### src/rtl/downsampler_2x2_pkg.sv
// Shared geometry and width constants for the 2x2 resampler pair
// (this decimator on the capture path, the nearest-neighbour upsampler on display).
package downsampler_2x2_pkg;

  localparam int DEFAULT_IN_WIDTH  = 800;
  localparam int DEFAULT_IN_HEIGHT = 600;
  localparam int DEFAULT_DATA_W    = 8;

  localparam int OUT_WIDTH  = DEFAULT_IN_WIDTH / 2;
  localparam int OUT_HEIGHT = DEFAULT_IN_HEIGHT / 2;

  // Raster counters are sized for 800x600; SUM_W holds a full 2x2 box sum.
  localparam int COUNT_W = 10;
  localparam int SUM_W   = DEFAULT_DATA_W + 2;

  function automatic int addr_width(input int depth);
    return (depth > 1) ? $clog2(depth) : 1;
  endfunction

endpackage

### src/rtl/ds_line_buf.sv
// Half-width line buffer holding the horizontal pair sums of the last even row.
// Simple dual-port, registered read with enable so it maps onto block RAM.
module ds_line_buf
  import downsampler_2x2_pkg::*;
#(
  parameter int DEPTH  = OUT_WIDTH,
  parameter int WIDTH  = DEFAULT_DATA_W + 1,
  parameter int ADDR_W = addr_width(DEPTH)
) (
  input  logic              clock,
  input  logic              wr_en,
  input  logic [ADDR_W-1:0] wr_addr,
  input  logic [WIDTH-1:0]  wr_data,
  input  logic              rd_en,
  input  logic [ADDR_W-1:0] rd_addr,
  output logic [WIDTH-1:0]  rd_data
);

  logic [WIDTH-1:0] mem [DEPTH];

  always_ff @(posedge clock) begin
    if (wr_en) begin
      mem[wr_addr] <= wr_data;
    end
  end

  // No reset on the read register: it only ever feeds odd rows, whose entries
  // were rewritten on the preceding even row.
  always_ff @(posedge clock) begin
    if (rd_en) begin
      rd_data <= mem[rd_addr];
    end
  end

endmodule

### src/rtl/downsampler_2x2.sv
// Streaming 2x2 box-filter decimator: even rows are pair-summed into a line buffer,
// odd rows complete each box and emit the rounded average one clock later.
module downsampler_2x2
  import downsampler_2x2_pkg::*;
#(
  parameter int IN_WIDTH  = DEFAULT_IN_WIDTH,
  parameter int IN_HEIGHT = DEFAULT_IN_HEIGHT,
  parameter int DATA_W    = DEFAULT_DATA_W
) (
  input  logic              clock,
  input  logic              reset,
  input  logic              valid,
  input  logic [DATA_W-1:0] data,
  output logic [DATA_W-1:0] dataout,
  output logic              validout,
  output logic              eol,
  output logic              frame_done
);

  localparam int HALF_W = IN_WIDTH / 2;
  localparam int ADDR_W = addr_width(HALF_W);
  localparam int PAIR_W = DATA_W + 1;
  localparam int BOX_W  = DATA_W + 2;

  logic [COUNT_W-1:0] colcount;
  logic [COUNT_W-1:0] rowcount;
  logic [DATA_W-1:0]  pair_reg;
  logic               col_last;
  logic               row_last;
  logic               odd_col;
  logic               odd_row;
  logic [PAIR_W-1:0]  h_sum;
  logic [PAIR_W-1:0]  buf_rd_data;
  logic [BOX_W-1:0]   box_sum;
  logic [BOX_W-1:0]   box_round;
  logic [ADDR_W-1:0]  buf_addr;
  logic               buf_wr_en;
  logic               buf_rd_en;
  logic               produce;

  assign col_last = (colcount == COUNT_W'(IN_WIDTH - 1));
  assign row_last = (rowcount == COUNT_W'(IN_HEIGHT - 1));
  assign odd_col  = colcount[0];
  assign odd_row  = rowcount[0];
  assign buf_addr = colcount[ADDR_W:1];

  assign h_sum     = PAIR_W'(pair_reg) + PAIR_W'(data);
  assign box_sum   = BOX_W'(h_sum) + BOX_W'(buf_rd_data);
  assign box_round = box_sum + BOX_W'(2);

  assign buf_wr_en = valid && !odd_row && odd_col;
  assign buf_rd_en = valid && odd_row && !odd_col;
  assign produce   = valid && odd_row && odd_col;

  // The raster position is defined purely by counting accepted pixels.
  always_ff @(posedge clock) begin
    if (reset) begin
      colcount <= '0;
      rowcount <= '0;
    end else if (valid) begin
      if (col_last) begin
        colcount <= '0;
        rowcount <= row_last ? '0 : rowcount + COUNT_W'(1);
      end else begin
        colcount <= colcount + COUNT_W'(1);
      end
    end
  end

  always_ff @(posedge clock) begin
    if (reset) begin
      pair_reg <= '0;
    end else if (valid && !odd_col) begin
      pair_reg <= data;
    end
  end

  // Outputs use the coordinates of the producing pixel, before any counter wrap.
  always_ff @(posedge clock) begin
    if (reset) begin
      dataout    <= '0;
      validout   <= 1'b0;
      eol        <= 1'b0;
      frame_done <= 1'b0;
    end else begin
      validout   <= produce;
      eol        <= produce && col_last;
      frame_done <= produce && col_last && row_last;
      if (produce) begin
        dataout <= box_round[BOX_W-1:2];
      end
    end
  end

  ds_line_buf #(
    .DEPTH  (HALF_W),
    .WIDTH  (PAIR_W),
    .ADDR_W (ADDR_W)
  ) u_line_buf (
    .clock   (clock),
    .wr_en   (buf_wr_en),
    .wr_addr (buf_addr),
    .wr_data (h_sum),
    .rd_en   (buf_rd_en),
    .rd_addr (buf_addr),
    .rd_data (buf_rd_data)
  );

endmodule

### config.mk
export PLATFORM = sky130hd
export DESIGN_NAME = downsampler_2x2
export DESIGN_NICKNAME = d
export VERILOG_FILES = /design/src/rtl/downsampler_2x2_pkg.sv /design/src/rtl/ds_line_buf.sv /design/src/rtl/downsampler_2x2.sv
export SDC_FILE = /design/constraint.sdc
export NUM_CORES = 2
export LEC_CHECK = 0
export CELL_PAD_IN_SITES_DETAIL_PLACEMENT = 1
export CELL_PAD_IN_SITES_GLOBAL_PLACEMENT = 1
export CORE_MARGIN = 4
export CORE_UTILIZATION = 28
export CTS_BUF_LIST = sky130_fd_sc_hd__clkbuf_8
export CTS_CLUSTER_SIZE = 28
export DETAILED_ROUTE_END_ITERATION = 12
export PLACE_DENSITY_LB_ADDON = 0.25
export SETUP_SLACK_MARGIN = 0.1
export SKIP_LAST_GASP = 1
export SLEW_MARGIN = 10
export SYNTH_ARGS = -nofsm -noshare
export SYNTH_HDL_FRONTEND = slang
export SYNTH_SLANG_ARGS = --single-unit
### constraint.sdc
create_clock -name clock -period 44 [get_ports clock]
set_input_delay 8.8 -clock clock [delete_from_list [all_inputs] [get_ports clock]]
set_output_delay 8.8 -clock clock [all_outputs]
set_load 0.01 [all_outputs]
==> qor.csv <==
metric,value,unit
status,"finished, final reports clean",
register area,109000,µm²
Critical Path Start,data[1],
Worst Setup Path Type,in2reg,
first-pass detailed-route iteration total,5,
endpoint class of the critical path,register,
switching fraction of total power,24.3,%
cts repair resizes,0,
CP most frequent cell,buf_4,
DRC Markers,0,
Largest register FFs,3600,
worst skew pair latency,1.22,ns
hold path start,dataout[6]$_SDFFE_PP0P_,
WL final,479000,µm
Clock Sinks,3648,
HP Class,reg2reg,
count of final setup violators,0,
synth unique cells,83,
vias in the first global route,77600,
Final Max Slew Viols,0,
Max-cap violations,0,
post-synthesis register bit count,3648,
CTS tree,yes,
Synth Instances,6946,
Worst Tran Pin Value,1.27,ns
Rel. slew slack,14.6,%
largest register by flop count,u_line_buf.mem,
antenna-violating nets left,0,
routed vias,74700,
Top Registers,"u_line_buf.mem (3600), colcount (10), rowcount (10)",
Critical-path top delay cell,buf_4,
FF-to-FF Start,colcount[2]$_SDFFE_PP0P_,
"EDFF count, synth",3609,
Crit Path Max Fanout,66,
Fmax,75.5,MHz
IO Pins,22,
htree depth,6,
total gr overflow,0,
Final GP Congestion,0.821,
crit path DAT,14.12,ns
initial antenna violation count,36,
Vias/cell,5.12,
final net count,7433,
footprint of the multi-input gates,30700,µm²
number of cell rows,261,
clock skew,0.0728,ns
area added between synthesis and finish,14.0,%
fillers,50600,
gr usage total,18.0,%
Psw,1.76,mW
first-pass GRT wire length,659000,µm
Worst EP required,44.87,ns
RSZ-0062 raised after global routing,no,
die width,720,µm
root buf cell,clkbuf_8,
Seq pwr share,54.6,%
syn_area_per_cell,20.4,µm²
die height,720,µm
full die area,519000,µm²
Tcrit/Tclk final,30.1,%
Syn. warnings,0,
Critical Path Source Type,primary input,
Port Buffer Count,21,
sequential fraction of the synthesis area,76.9,%
final hold vios,0,
crit-path max cell delay,0.81,ns
cts bufs inserted,624,
clock network power share,39.6,%
Post-Route Setup TNS,0,ns
combinational power share,5.9,%
core area,505000,µm²
power per cell area,44.7,nW/µm²
crit-path cells,"clkdlybuf4s50_1, ha_1, a21o_1, a21oi_1, o21ai_0, a21oi_1, o21ai_0, xor2_4, buf_4, buf_4, buf_4",
Synth Cell Area,142000,µm²
Buf/Inv on CP,4,
worst vdd ir,0.0296,mV
DR iter-0 viols,8252,
CTS hold repair buffers,0,
WL/cell,32.8,µm
FF-to-FF setup slack,36.62,ns
Clock transition at path regs,0.06,ns
main flop type after synthesis,edfxtp_1,
largest net degree at the start of global routing,149,
cell internal pwr,5.48,mW
post-CTS setup buffer count,0,
crit-path leading delay family,buffers and inverters,
"FFs w/ async S/R, synth",0,%
post-DP HPWL,297000,µm
Syn Nets,6984,
Lkg Pwr,48.5,nW
CTS max path bufs,4,
min Tclk post-route,13.25,ns
Initial Utilization,28.1,%
share of layout cells above drive strength 1,22.6,%
end-of-flow core utilization,32.1,%
==> layout make-up <==
class / count / share of cell area [%]
Timing Repair Buffer: 250 / 1.34
Clock buffer: 629 / 5.35
Tap cell: 6706 / 5.18
Sequential cell: 3648 / 67.4
Clock inverter: 486 / 1.65
Inverter: 16 / 0.0433
Antenna cell: 18 / 0.0278
Multi-Input combinational cell: 2855 / 19.0
==> path summary, 6_finish.rpt <==
| path | endpoint | cells past startpoint |
|---|---|---|
| setup / recovery | u_line_buf.mem[329][7]$_DFFE_PP_ | 11 |
| hold / removal | dataout[6]$_SDFFE_PP0P_ | 2 |
| setup reg to reg | u_line_buf.rd_data[7]$_DFFE_PP_ | 12 |
| hold reg to reg | dataout[6]$_SDFFE_PP0P_ | 2 |
==> metrics by stage <==
step / power, mW / std cells / worst slack, ns / cell area, µm² / hold slack (ns)
3_5_place_dp: 4.46 / 13500 / 29.55 / 151000 / 0.463
4_1_cts: 7.32 / 14600 / 30.86 / 162000 / 0.470
6_report: 7.24 / 14600 / 30.75 / 162000 / 0.460
5_1_grt: 7.51 / 14600 / 30.62 / 162000 / 0.506
2_1_floorplan: 4.34 / 6946 / 20.07 / 142000 / 0.440
3_3_place_gp: 4.45 / 13500 / 29.58 / 151000 / 0.449
==> power groups by stage <==
stage	clock network [mW]	logic [mW]	registers, mW
after floorplan	0	0.217	4.12
after global placement	0	0.428	4.02
after detailed placement	0	0.438	4.02
after CTS	2.94	0.438	3.95
after global routing	3.10	0.455	3.95
final	2.86	0.427	3.95
==> cell usage in the layout (no fill, tap or decap), types with 13 or more instances in the layout <==
cell type,instances
a22o_1,33
mux4_2,688
nor2_1,482
inv_1,201
a31oi_1,22
a221oi_1,53
mux2i_1,412
nand3_1,75
dfxtp_1,33
nand4_1,39
mux2_2,35
a22oi_1,269
nand2_2,17
nand2b_1,16
clkinv_2,57
clkinvlp_4,20
and3_1,13
ha_1,24
mux4_1,25
inv_6,15
a21oi_1,98
bufinv_16,17
o21ai_0,60
buf_4,210
edfxtp_1,3609
clkbuf_8,629
clkdlybuf4s50_1,21
nor2b_1,22
nor3_1,39
diode_2,18
buf_12,19
xor2_1,13
nor4_1,15
clkinv_1,171
o22ai_1,59
a211oi_1,15
nand2_1,136
o211ai_1,15
==> cells in the mapped netlist (14+ instances only) <==
cell | count | area [µm²]
mux4_1 | 25 | 657
buf_6 | 23 | 259
inv_1 | 16 | 60.1
mux2_2 | 35 | 394
nand4_1 | 39 | 244
a211oi_1 | 15 | 113
mux4_2 | 688 | 15500
and3_1 | 14 | 87.6
buf_2 | 147 | 736
o22ai_1 | 60 | 375
a21oi_1 | 98 | 490
buf_1 | 29 | 109
nand2_1 | 153 | 574
nor2b_1 | 27 | 169
a221oi_1 | 53 | 464
a22oi_1 | 270 | 2030
nor3_1 | 40 | 200
a22o_1 | 33 | 289
mux2i_1 | 412 | 4120
nor4_1 | 15 | 93.8
nand2b_1 | 16 | 100
nor2_1 | 489 | 1840
dfxtp_1 | 39 | 781
edfxtp_1 | 3609 | 108000
o211ai_1 | 15 | 113
a31oi_1 | 22 | 138
buf_4 | 70 | 526
ha_1 | 25 | 313
xor2_1 | 15 | 131
nand3_1 | 75 | 375
clkbuf_1 | 150 | 563
o21ai_0 | 62 | 310
==> layer usage <==
| layer | GRT usage, % | vias to the layer above | wire, µm |
|---|---|---|---|
| met4 | 5.18 | 0 | 13800 |
| met3 | 3.20 | 667 | 32400 |
| met2 | 28.7 | 3120 | 225000 |
| met1 | 25.2 | 41000 | 208000 |
| li1 | - | 29900 | - |
| met5 | 0 | - | 0 |
==> kinds of logic after synthesis <==
| family | Yosys count | synth area share (%) |
|---|---|---|
| xor+xnor | 25 | 0.154 |
| compound gates | 704 | 3.51 |
| simple gates | 939 | 2.99 |
| fa+ha+maj | 27 | 0.249 |
| flops | 3648 | 76.9 |
| buf+inv | 443 | 1.66 |
| mux | 1160 | 14.6 |
==> worst min-delay path: stages (launching register included) <==
cell and delay, ns:
dfxtp_1 0.31, nand2_1 0.05, a21oi_1 0.05
(Power assumes the default switching activity.)
